`src/rtl/ha_window_accum_if.sv`:
```
// ha_window_accum_if: half-adder pair interface carrying carry z and sum w
// Signals:
//   z  carry output of the upstream half adder
//   w  sum output of the upstream half adder
// Modports:
//   P1  upstream driver (drives z, w)
//   P2  downstream consumer (reads z, w)
interface I;
    logic z;
    logic w;
    modport P1 (output z, w);
    modport P2 (input z, w);
endinterface

```
`src/rtl/ha_window_accum.sv`:
```
// ha_window_accum: saturating accumulator of half-adder samples over a fixed window, valid/ready output
// Ports:
//   i_clk    clock, rising edge
//   i_rst_n  asynchronous active-low reset
//   p2       upstream interface, z and w read only
//   i_en     sample strobe, accepted in ACC
//   i_clr    synchronous clear, highest priority after reset
//   i_ready  sink ready
//   o_valid  result valid
//   o_sum    window total, stable while o_valid
//   o_ovf    saturation occurred in the presented window
//   o_drop   sticky: a sample arrived while a result was pending
//   o_cnt    samples accepted in the current window
module ha_window_accum #(
    parameter int WIDTH  = 8,
    parameter int WINDOW = 4
) (
    input  logic             i_clk,
    input  logic             i_rst_n,
    I.P2                     p2,
    input  logic             i_en,
    input  logic             i_clr,
    input  logic             i_ready,
    output logic             o_valid,
    output logic [WIDTH-1:0] o_sum,
    output logic             o_ovf,
    output logic             o_drop,
    output logic [7:0]       o_cnt
);
    typedef enum logic {ACC, HOLD} state_t;

    state_t           state, state_nxt;
    logic [WIDTH-1:0] acc, acc_nxt, sum_nxt, sat;
    logic [WIDTH:0]   sum_raw;
    logic [7:0]       cnt_nxt;
    logic             acc_ovf, acc_ovf_nxt, sat_ovf;
    logic             valid_nxt, ovf_nxt, drop_nxt;

    // One extra bit catches the carry out; clamping keeps the total at all-ones.
    assign sum_raw = {1'b0, acc} + {{(WIDTH-1){1'b0}}, p2.z, p2.w};
    assign sat     = sum_raw[WIDTH] ? '1 : sum_raw[WIDTH-1:0];
    assign sat_ovf = acc_ovf | sum_raw[WIDTH];

    always_ff @(posedge i_clk or negedge i_rst_n) begin
        if (!i_rst_n) begin
            state   <= ACC;
            acc     <= '0;
            acc_ovf <= 1'b0;
            o_cnt   <= '0;
            o_sum   <= '0;
            o_valid <= 1'b0;
            o_ovf   <= 1'b0;
            o_drop  <= 1'b0;
        end else begin
            state   <= state_nxt;
            acc     <= acc_nxt;
            acc_ovf <= acc_ovf_nxt;
            o_cnt   <= cnt_nxt;
            o_sum   <= sum_nxt;
            o_valid <= valid_nxt;
            o_ovf   <= ovf_nxt;
            o_drop  <= drop_nxt;
        end
    end

    always_comb begin
        state_nxt   = state;
        acc_nxt     = acc;
        acc_ovf_nxt = acc_ovf;
        cnt_nxt     = o_cnt;
        sum_nxt     = o_sum;
        valid_nxt   = o_valid;
        ovf_nxt     = o_ovf;
        drop_nxt    = o_drop;
        if (i_clr) begin
            state_nxt   = ACC;
            acc_nxt     = '0;
            acc_ovf_nxt = 1'b0;
            cnt_nxt     = '0;
            sum_nxt     = '0;
            valid_nxt   = 1'b0;
            ovf_nxt     = 1'b0;
            drop_nxt    = 1'b0;
        end else if (state == ACC) begin
            if (i_en) begin
                if (o_cnt == 8'(WINDOW - 1)) begin
                    sum_nxt     = sat;
                    ovf_nxt     = sat_ovf;
                    valid_nxt   = 1'b1;
                    acc_nxt     = '0;
                    acc_ovf_nxt = 1'b0;
                    cnt_nxt     = '0;
                    state_nxt   = HOLD;
                end else begin
                    acc_nxt     = sat;
                    acc_ovf_nxt = sat_ovf;
                    cnt_nxt     = o_cnt + 8'd1;
                end
            end
        end else begin
            // Samples cannot be taken while a result waits, including the handshake cycle.
            if (i_en)
                drop_nxt = 1'b1;
            if (o_valid && i_ready) begin
                valid_nxt = 1'b0;
                ovf_nxt   = 1'b0;
                state_nxt = ACC;
            end
        end
    end
endmodule

```
`src/flat_wrapper.sv`:
```
// flat-port wrapper written by rule: the top's interface ports become plain ports
module ha_window_accum_flat 
#(
    parameter int WIDTH  = 8,
    parameter int WINDOW = 4
)
  (i_clk, i_rst_n, i_en, i_clr, i_ready, o_valid, o_sum, o_ovf, o_drop, o_cnt, p2_z, p2_w);
  I p2_i ();
  input  logic i_clk;
  input  logic i_rst_n;
  input  logic i_en;
  input  logic i_clr;
  input  logic i_ready;
  output logic o_valid;
  output logic [WIDTH-1:0] o_sum;
  output logic o_ovf;
  output logic o_drop;
  output logic [7:0] o_cnt;
  input wire logic [$bits(p2_i.z)-1:0] p2_z;
  input wire logic [$bits(p2_i.w)-1:0] p2_w;
  assign p2_i.z = p2_z;
  assign p2_i.w = p2_w;
  ha_window_accum #(.WIDTH(WIDTH), .WINDOW(WINDOW)) u_core (.i_clk(i_clk), .i_rst_n(i_rst_n), .p2(p2_i), .i_en(i_en), .i_clr(i_clr), .i_ready(i_ready), .o_valid(o_valid), .o_sum(o_sum), .o_ovf(o_ovf), .o_drop(o_drop), .o_cnt(o_cnt));
endmodule
```
`config.mk`:
```
export PLATFORM = sky130hd
export DESIGN_NAME = ha_window_accum_flat
export DESIGN_NICKNAME = d
export VERILOG_FILES = /design/src/rtl/ha_window_accum_if.sv /design/src/rtl/ha_window_accum.sv /design/src/flat_wrapper.sv
export SDC_FILE = /design/constraint.sdc
export NUM_CORES = 1
export LEC_CHECK = 0
export CORE_UTILIZATION = 45
export DETAILED_ROUTE_END_ITERATION = 10
export GPL_TIMING_DRIVEN = 0
export MAX_ROUTING_LAYER = met4
export PLACE_DENSITY = 0.77
export SYNTH_ARGS = -nofsm -noshare
export SYNTH_HDL_FRONTEND = slang
export SYNTH_SLANG_ARGS = --single-unit
```
`constraint.sdc`:
```
create_clock -name i_clk -period 1.8 [get_ports i_clk]
set_input_delay 0.18 -clock i_clk [delete_from_list [all_inputs] [get_ports i_clk]]
set_output_delay 0.18 -clock i_clk [all_outputs]
set_load 0.01 [all_outputs]
```
---- Word level (Yosys, flattened, before mapping) ----
Index checks and enable logic that the tools add are counted.
word-level totals
  bits in registers ....................... 29
  bits in latches ......................... 0
  bits in writable memories ............... 0
  memory bits (read-only) ................. 0
  input port bits ......................... 7
  output and inout bits ................... 19
  word-level logic and storage cells ...... 58
  memories kept ........................... 0
operators by class
  $add $sub $neg .......................... 2
  multipliers ............................. 0
  div/mod/pow operators ................... 0
  $lt $le $gt $ge ......................... 0
  eq/ne operators ......................... 3
  shift operators ......................... 0
  multiplexer cells ....................... 34
  bitwise gates (word level) .............. 1
  reduce and logical (&&, ||, !) cells .... 10
operator list
  kind                 count
  $mux 8               13
  $mux 1               21
  $add 8x2->9          1
  $add 8x1->8 const B  1
  $eq 8x2->1 const B   1
  $reduce_and 3->1     2
  $reduce_bool 2->1    3
  $reduce_bool 3->1    2
  $reduce_and 2->1     2
  $ne 3x3->1 const B   1
  $ne 2x2->1 const B   1
  $logic_and 1x1->1    1
  $or 1x1->1           1

---- Logic depth before layout (Yosys ltp) ----
  word-level depth ........................ 6
  mapped depth ............................ 7
  depth with buffers taken out ............ 7

---- Worst setup path before layout ----
Ideal clock, no wire load.
  path kind ............................... reg-to-reg
  start ................................... register u_core.acc[0]
  end ..................................... register u_core.acc[2]
  library setup time ...................... 0.094 ns
  arrival time ............................ 1.663 ns
  required time ........................... 1.706 ns
  slack ................................... 0.043 ns
  stages on the path, launching flop included .. 7
  buffers on the path ..................... 0
  period minus slack after synthesis ...... 1.757 ns
  cell sequence ........................... dfrtp_1 -> ha_1 -> inv_1 -> fa_1 -> nor3_4 -> o22ai_1 -> a211oi_1
between the ends
  word-level cells in the longest chain between the ends .. 6
ends and longest elaborated chain
  element                   RTL line               RTL
  start: declaration        ha_window_accum.sv:33  logic [WIDTH-1:0] acc, acc_nxt, sum_nxt, sat;
  start signal: assignment  ha_window_accum.sv:56  acc <= acc_nxt;
  $add 8x2->9               ha_window_accum.sv:40  assign sum_raw = {1'b0, acc} + {{(WIDTH-1){1'b0}}, p2.z, p2.w};
  $mux 8                    ha_window_accum.sv:41  assign sat = sum_raw[WIDTH] ? '1 : sum_raw[WIDTH-1:0];
  $mux 8                    ha_window_accum.sv:86  if (o_cnt == 8'(WINDOW - 1)) begin
  $mux 8                    ha_window_accum.sv:85  if (i_en) begin
  $mux 8                    ha_window_accum.sv:84  end else if (state == ACC) begin
  $mux 8                    ha_window_accum.sv:75  if (i_clr) begin
Every way passes these cells. The select of a mux whose other input is x is not followed.
A chain may end at the register's enable or synchronous reset.

---- Worst setup path after layout ----
  start ................................... register u_core.o_cnt[0]
  end ..................................... register u_core.o_cnt[6]
between the ends
  word-level cells in the longest chain between the ends .. 5
  elaborated cells on any way between the ends .. 6
  those cells by class .................... add/sub: 1; eq/ne: 1; mux: 4
ends and longest elaborated chain
  element                                    RTL line                                      RTL
  start: declaration                         ha_window_accum.sv:28                         output logic [7:0] o_cnt
  start signal: assignment                   ha_window_accum.sv:58                         o_cnt <= cnt_nxt;
  $add 8x1->8 or $eq 8x2->1 (tied branches)  ha_window_accum.sv:97, ha_window_accum.sv:86
  $mux 8 *                                   ha_window_accum.sv:86
  $mux 8 *                                   ha_window_accum.sv:85
  $mux 8 *                                   ha_window_accum.sv:84
  $mux 8 *                                   ha_window_accum.sv:75
Mark *: on every way between the ends. The rest lies on a longest branch, timed or not. The select of a mux whose other input is x is not followed.

==> metrics.txt <==
Critical Path Max Stage Delay 0.55 ns; final std cells w/o fill 237; CTS root buf clkbuf_4; NetSw 0.000330 W; maximum clock frequency 0.571 GHz; WP buf/inv 0; clock tree buffer depth 2; Inst Count DP 219; final wirelength 3630 µm; combinational power share 0.145; Fillers 249; Final Skew 0.0128 ns; syn_nets 161; GRT overflow 0; Final Hold Viols 0; WHS 0.408 ns; Hold Crit Class input port to asynchronous set/reset pin; Vias/cell 5.49; clock latency on the worst-skew pair 0.32 ns; most frequent cells in the layout dfrtp_1 (28), clkdlybuf4s50_1 (24), nand2_1 (17); worst-margin pin slew 0.648 ns; ratio of cells with drive above 1 in the final layout 0.228; antenna violations before repair 0; Seq/Total Area, Yosys 0.479; drt first-iter violations 27; die height 60.0 µm; synthesized netlist cell count 150; first-pass GRT wire length 5720 µm; Clock power frac 0.303; crit path kind flip-flop to flip-flop; Top FF cell, synth dfrtp_1; Yosys Warn Count 0; PD cells 602 nW/µm²; Pint 0.000888 W; I/O pin cnt 26; CTS tree done; syn_area_per_cell 10.1 µm²; Final Power 0.00122 W; largest net degree at the start of global routing 30; Reg2Reg Setup Slack 0.05 ns; CP max-delay cell or4b_4; period utilization 0.973; synthesized flop and latch total 29; WP data required 2.00 ns; drc violations 0; Seq pwr share 0.552; RD Place Congestion 0.770; clk sinks 29; Slew Viols, Final 0; Layout Nets 203; die area 3600 µm²; GRT Total Usage 0.224; Std-Cell Rows 20; Post-synth EDFFs 0; Mapped Area 1520 µm²; crit end category flip-flop; Worst VDD drop 462 µV; commonest non-fill, non-tap cell in the layout dfrtp_1; CTS Buf Count 5; Switching Fraction 0.271; ys async rst share 1.00; status finished clean; PortBufs 25; Initial Utilization 0.484; diode count 0; Startpoint Class flip-flop; WL per Instance 15.3 µm; headroom to the max-slew limit 0.568; post-route worst setup slack 0.0489 ns; Pre-antenna DRT Iters 4; Leak 0.856 nW; # H-tree levels 2; CP top delay family simple AND/OR/NAND/NOR gates; die width 60.0 µm; Cell variety after synth 41; crit path cell chain ha_2, or4b_4, o21a_4, a21oi_1, o21ai_1; Routed Antenna Nets 0; crit-path max FO 6; Finish-stage setup viols 0; Data arrival, critical path 1.96 ns; vias in the first global route 1231; Place WS -0.462 ns; via count 1300; maxcap violations 0; DP HPWL 2430 µm; post-route minimum period 1.75 ns; Area growth syn-to-layout 33.4%; clk slew on worst S/H paths 0.09 ns; Core Footprint 3130 µm²
==> worst reg2reg max path, stage by stage, from the launching register on <==
cell and delay (ns):
dfrtp_2 0.38, ha_2 0.21, or4b_4 0.55, o21a_4 0.29, a21oi_1 0.13, o21ai_1 0.08
==> cell type report <==
type / instances / area [µm²] / area share
multi-input combinational: 112 / 822 / 0.407
sequential: 29 / 727 / 0.360
timing repair buffer: 35 / 330 / 0.163
tap: 44 / 55.1 / 0.0272
clock buffer: 6 / 41.3 / 0.0204
inverter: 7 / 26.3 / 0.0130
clock inverter: 2 / 10.0 / 0.00495
buffer: 2 / 10.0 / 0.00495
==> sequential cells by signal (all words and copies together), names as in the netlist <==
| register | cells |
|---|---|
| u_core.o_sum | 8 |
| u_core.acc_ovf | 1 |
| u_core.o_ovf | 1 |
| u_core.o_cnt | 8 |
| u_core.o_drop | 1 |
| u_core.o_valid | 1 |
| u_core.state | 1 |
| u_core.acc | 8 |
==> cell usage after synthesis, types with 2 or more instances <==
library cell / count / share of area
o21ai_0: 8 / 0.026
buf_2: 2 / 0.0066
nor3_1: 6 / 0.020
dfrtp_1: 29 / 0.48
nand2_1: 17 / 0.042
a21oi_1: 8 / 0.026
o2111ai_1: 3 / 0.017
o31ai_1: 2 / 0.0099
nand2b_1: 5 / 0.021
o21ai_1: 2 / 0.0066
o2bb2ai_1: 7 / 0.040
nand3b_1: 4 / 0.020
ha_1: 3 / 0.025
nand3_1: 3 / 0.0099
inv_1: 7 / 0.017
mux2i_1: 2 / 0.013
or3_1: 2 / 0.0083
nor2_1: 12 / 0.030
o21a_1: 3 / 0.015
xor2_1: 4 / 0.023
==> routing by layer <==
metal | up-vias | track usage | wire length (µm)
met3 | 7 | 0.0584 | 85
met2 | 18 | 0.359 | 1820
li1 | 628 | - | -
met4 | 0 | 0.0731 | 52
met5 | - | - | 0
met1 | 647 | 0.277 | 1660
==> cell families after synthesis <==
| family | after synthesis | synth area share |
|---|---|---|
| fa+ha+maj | 4 | 0.0380 |
| xor+xnor | 4 | 0.0231 |
| buf+inv | 9 | 0.0240 |
| simple gates | 60 | 0.228 |
| mux | 2 | 0.0132 |
| flops | 29 | 0.479 |
| compound gates | 42 | 0.195 |
==> final timing paths <==
path                                 startpoint         endpoint  cells past startpoint
worst min-delay path                    i_rst_n  u_core.o_cnt[2]                      2
worst min register to register  u_core.o_sum[7]  u_core.o_sum[7]                      1
max in group asynchronous               i_rst_n  u_core.o_cnt[0]                      2
min in group i_clk              u_core.o_sum[7]  u_core.o_sum[7]                      1
worst max register to register  u_core.o_cnt[0]  u_core.o_cnt[6]                      5
worst max-delay path            u_core.o_cnt[0]  u_core.o_cnt[6]                      5
==> power groups by stage <==
stage | logic (W) | registers, W | clock network, W
2_1_floorplan | 0.0000750 | 0.000688 | 0
3_3_place_gp | 0.000136 | 0.000688 | 0
3_5_place_dp | 0.000140 | 0.000689 | 0
4_1_cts | 0.000154 | 0.000673 | 0.000383
5_1_grt | 0.000192 | 0.000675 | 0.000413
6_report | 0.000177 | 0.000673 | 0.000369
==> stage by stage <==
stage / util / TNS, ns / cell area, µm²
finish: 0.646 / 0 / 2020
global route: 0.646 / -0.0427 / 2020
CTS: 0.613 / 0 / 1920
detailed placement: 0.582 / -6.04 / 1820
global placement: 0.582 / -5.38 / 1820
floorplan: - / 0 / 1520
==> timing repair <==
| action | 4_1_cts | 5_1_grt |
|---|---|---|
| pin swaps | 1 | 9 |
| endpoints found under the setup margin | 25 | 12 |
| hold buffers | 0 | 1 |
| gates resized for setup | 5 | 16 |
| buffers inserted | 4 | 5 |
| endpoints found under the hold margin | 0 | 29 |
(Power assumes the default switching activity.)
==> edit 1, RTL diff (same settings) <==
Compare `o_cnt` against `8'(WINDOW - 1)` with >= in place of ==.
--- a/src/rtl/ha_window_accum.sv
+++ b/src/rtl/ha_window_accum.sv
@@ -84,5 +84,5 @@
         end else if (state == ACC) begin
             if (i_en) begin
-                if (o_cnt == 8'(WINDOW - 1)) begin
+                if (o_cnt >= 8'(WINDOW - 1)) begin
                     sum_nxt     = sat;
                     ovf_nxt     = sat_ovf;
Formal check against the unedited RTL: same outputs for any inputs over 4 cycles, from zero or initial values and one cycle with i_rst_n low; that may be too few to reach the edited logic, so the function may still have changed.
==> edit 1 against the unedited design <==
  * Largest power group unchanged
  * First-iteration DRC count shrank 15%
  * Total power grew 6.8%
  * Critical path type unchanged
  * Area after synthesis decreased by 3.7%
  * Worst setup slack worse by 0.024 ns
  * Sequential cell count unchanged
  * Final area is 5.4% lower
  * Wire length down 6.8%
  * Die area down 3.6%
==> edit 1: results (changes against the unedited design) <==
outcome: "complete, no violations"
portBuffers: 24  # -4.0%
arrival_ns: 2.02  # +0.06 ns
grt_max_degree: 30  # unchanged
inverters: 6  # -1
path_clk_slew_ns: 0.10
tightest_slew_ns: 0.646  # -0.00250 ns
wl_met1_um: 1570  # -5.4%
drt-initial-drc-count: 23  # -15%
buffers_excl_clock: 34  # -8.1%
synth_xor_area_share_pct: 1.80  # -0.51 points
wl_met2_um: 1650  # -9.3%
dpl.hpwl_um: 2300  # -5.5%
drive_gt1_share_pct: 23.8  # +1.0 points
critPathTopFamily: "adder cells"
synth_nets: 145  # -9.9%
synth_cell_types: 47  # +15%
stdcell_area_mm2: 0.00191  # -5.4%
first_global_vias: 1159  # -5.8%
synth_common_cells: "dfrtp_1 (29), nor2_1 (11), nand2_1 (8)"
post_dp_cell_area_mm2: 0.00175  # -3.6%
grt_use_total_pct: 22.3  # -0.16 points
n_fill_cell: 267  # +7.2%
gp_congestion: 0.861  # +12%
dp.cells: 202  # -7.8%
synth_area_leaders: "dfrtp_1 (50%), o2bb2ai_1 (3.6%), nor2_1 (2.8%), ha_1 (2.6%), o21ai_0 (2.4%)"
p_leak_nw: 0.862  # +0.70%
synth.area.mux_share_pct: 1.37  # +0.051 points
synth-compound-area-share_pct: 20.6  # +1.1 points
synthAdderAreaFrac_pct: 3.95  # +0.15 points
vias_per_cell: 5.43  # -1.0%
vdd_drop_max_uv: 584  # +26%
hp-class: "input pin to register"
grt_use_met3_pct: 7.03  # +1.2 points
cpMaxStageDelayCell: "fa_2"
multi_input_gates: 95  # -15%
wirelength_um: 3380  # -6.8%
met2_usage_pct: 32.8  # -3.1 points
seq_share_pct: 38.0  # +2.0 points
multi_input_area_share_pct: 38.2  # -2.4 points
syn_area_mm2: 0.00146  # -3.7%
synth.avg_cell_area_um2: 10.9  # +7.8%
buffer_area_share_pct: 16.1  # -0.73 points
slowest_delay_ns: 0.41  # -0.14 ns
clockBufferCount: 7  # +1
grt_pass1_wl_um: 5500  # -3.9%
pre_cts_ws_ns: -0.497  # -0.0345 ns
final-instance-count-excl-fill: 216  # -8.9%
wl_met3_um: 100  # +18%
nNetsFinal: 182  # -10%
final-clk-cell-share_pct: 3.66  # +1.1 points
==> edit 1: repair_timing <==
action | in CTS | in global routing
gates resized for setup | 7 | 6
hold endpoints to repair | 0 | 29
setup endpoints to repair | 16 | 13
buffers inserted | 2 | 4
hold buffers | 0 | 1
pin swaps | 2 | 7
gates cloned | 0 | 0
==> edit 1: power by group <==
group          total (mW)  switching [mW]  internal [mW]
Sequential          0.675          0.0128          0.662
Clock               0.461           0.235          0.226
Combinational       0.165          0.0883         0.0762
==> edit 1: worst paths after layout <==
path	from	endpoint	slack, ns	depth (start not counted)
setup / recovery	u_core.acc[0]	u_core.o_sum[4]	0.03	7
hold / removal	i_clr	u_core.o_drop	0.18	2
setup reg to reg	u_core.acc[0]	u_core.o_sum[4]	0.03	7
hold reg to reg	u_core.o_sum[5]	u_core.o_sum[5]	0.50	1
max in group asynchronous	i_rst_n	u_core.o_sum[2]	0.97	2
min in group asynchronous	i_rst_n	u_core.o_cnt[7]	0.40	2
==> edit 2, RTL diff (config.mk and constraints unchanged) <==
Made on the original files. `WIDTH` is set to 8 in 2 places; all go to 9.
--- a/src/rtl/ha_window_accum.sv
+++ b/src/rtl/ha_window_accum.sv
@@ -13,5 +13,5 @@
 //   o_cnt    samples accepted in the current window
 module ha_window_accum #(
-    parameter int WIDTH  = 8,
+    parameter int WIDTH  = 9,
     parameter int WINDOW = 4
 ) (
--- a/src/flat_wrapper.sv
+++ b/src/flat_wrapper.sv
@@ -2,5 +2,5 @@
 module ha_window_accum_flat 
 #(
-    parameter int WIDTH  = 8,
+    parameter int WIDTH  = 9,
     parameter int WINDOW = 4
 )
Ports: changed (resized o_sum); port bits go from 26 to 27. The function was not compared with the original's and may differ.
==> edit 2 against the unedited design <==
  * The flow now finishes with violations (setup timing)
  * Area after synthesis rose by 4.8%
  * Sequential cell count rose by 2
  * First-iteration DRC count rose to 3.2 times the old value
  * Final area rose by 5.8%
  * Die area rose by 4.6%
  * Non-clock buffer count rose by 3
  * Global-route usage rose by 1.8 points
  * Total power rose by 17%
  * Clock skew fell by 0.0021 ns
  * Wire length rose by 7.5%
  * Cell count rose by 6.3%
  * Sequential power rose by 7.0%
  * Worst setup slack got worse by 0.18 ns
  * Largest power group unchanged
==> edit 2: results (changes against the unedited design) <==
wl_met1_um: 1610  # -3.5%
portBuffers: 26  # +4.0%
path_clk_slew_ns: 0.10
largestRegisters: "u_core.acc x9, u_core.o_sum x9, u_core.o_cnt x8"
multi_input_gates: 124  # +11%
pre_cts_ws_ns: -0.626  # -0.163 ns
multiInputGateArea_um2: 867  # +5.5%
grt_pass1_wl_um: 6230  # +8.9%
dp.cells: 234  # +6.8%
post_dp_cell_area_mm2: 0.00191  # +4.9%
violations: "setup timing"
p_switching_mw: 0.349  # +5.7%
fin_skew_ns: 0.0107  # -0.00213 ns
vdd_drop_max_uv: 450  # -2.5%
grt_use_total_pct: 24.2  # +1.8 points
hp-class: "input pin to asynchronous set/reset pin"
wl_met2_um: 2010  # +10%
n_fill_cell: 301  # +21%
buffer_area_share_pct: 16.5  # -0.34 points
worstSetupStartpoint: "u_core.acc[0]"
inverters: 4  # -3
wl_met3_um: 178  # +110%
ctsLongestPathBuffers: 2  # unchanged
area_delta_synth_final_pct: 34.8
synth_common_cells: "dfrtp_1 (31), nand2_1 (22), o21ai_0 (16)"
design.seq.count: 31  # +6.9%
finalSetupViolCount: 5  # +5
routed.top_layer: "met4"
drive_gt1_share_pct: 19.9  # -2.9 points
final-clk-cell-share_pct: 3.33  # +0.80 points
layout_setup_ws_ns: -0.135  # -0.184 ns
insertion_delay_ns: 0.34  # +0.02 ns
grt_max_degree: 32  # +6.7%
synth_nets: 173  # +7.5%
vias_per_cell: 5.71  # +4.2%
gp_congestion: 0.820  # +6.5%
drt-initial-drc-count: 87  # +220%
ys_seq_area_share_pct: 48.9  # +0.96 points
arrival_ns: 2.15  # +0.19 ns
p_leak_nw: 0.925  # +8.1%
wirelength_um: 3900  # +7.5%
final-instance-count-excl-fill: 252  # +6.3%
synth_cell_types: 44  # +7.3%
n_tap_cell: 46  # +4.5%
num_antenna_cells: 0  # unchanged
critPathTopFamily: "adder cells"
cp_max_fo: 4  # -2
slowest_delay_ns: 0.36  # -0.19 ns
seq_share_pct: 36.3  # +0.30 points
cpMaxStageDelayCell: "dfrtp_1"
outcome: "complete, but fails checks"
synthCells: 162  # +8.0%
slew_headroom_pct: 54.1  # -2.7 points
dpl.hpwl_um: 2640  # +8.6%
setup_tns_ns: -0.467  # -0.467 ns
synth_area_leaders: "dfrtp_1 (49%), nand2_1 (5.2%), o21ai_0 (5.0%), nor2_1 (3.3%), xor2_1 (3.3%)"
buffers_excl_clock: 40  # +8.1%
nNetsFinal: 217  # +6.9%
first_global_vias: 1406  # +14%
## edit 2: cell types whose count changed after synthesis, moves of 3 or more
cell       change
o2bb2ai_1      -7
o21ai_0        +8
a22o_1         +4
nand2_1        +5
a21oi_1        -3
inv_1          -3
## edit 2: timing repair
action | in CTS | in global routing
pin swaps | 4 | 6
hold endpoints to repair | 0 | 31
endpoints found under the setup margin | 11 | 27
resized for setup | 7 | 15
buffers inserted | 5 | 5
hold buffers | 0 | 1
## edit 2: worst paths after layout
kind	slack [ns]	cells past startpoint	end
max in group asynchronous	0.94	2	u_core.acc[6]
min in group i_clk	0.49	2	u_core.o_sum[2]
worst min register to register	0.49	2	u_core.o_sum[2]
worst min-delay path	0.41	2	u_core.acc[0]
worst max-delay path	-0.14	7	u_core.acc[8]
worst max register to register	-0.14	7	u_core.acc[8]
## edit 2: kinds of logic after synthesis
logic type | synth area share, %
AOI/OAI and AO/OA | 18.2
xor gates and xnor gates | 3.86
adders and majority gates | 3.63
buffers and inverters | 1.73
DFF | 48.9
muxes | 1.26
and+or+nand+nor | 22.5
## edit 2: power groups by stage
| stage | registers (mW) | clock network (mW) | logic, mW |
|---|---|---|---|
| 2_1_floorplan | 0.735 | 0 | 0.0775 |
| 3_3_place_gp | 0.734 | 0 | 0.143 |
| 3_5_place_dp | 0.734 | 0 | 0.148 |
| 4_1_cts | 0.720 | 0.537 | 0.164 |
| 5_1_grt | 0.721 | 0.570 | 0.199 |
| 6_report | 0.720 | 0.524 | 0.178 |
## edit 2: routing by layer
layer / vias up / GRT usage (%)
li1: 674 / -
met1: 712 / 27.5
met2: 42 / 39.3
met3: 12 / 6.30
met4: 0 / 12.7
met5: - / -
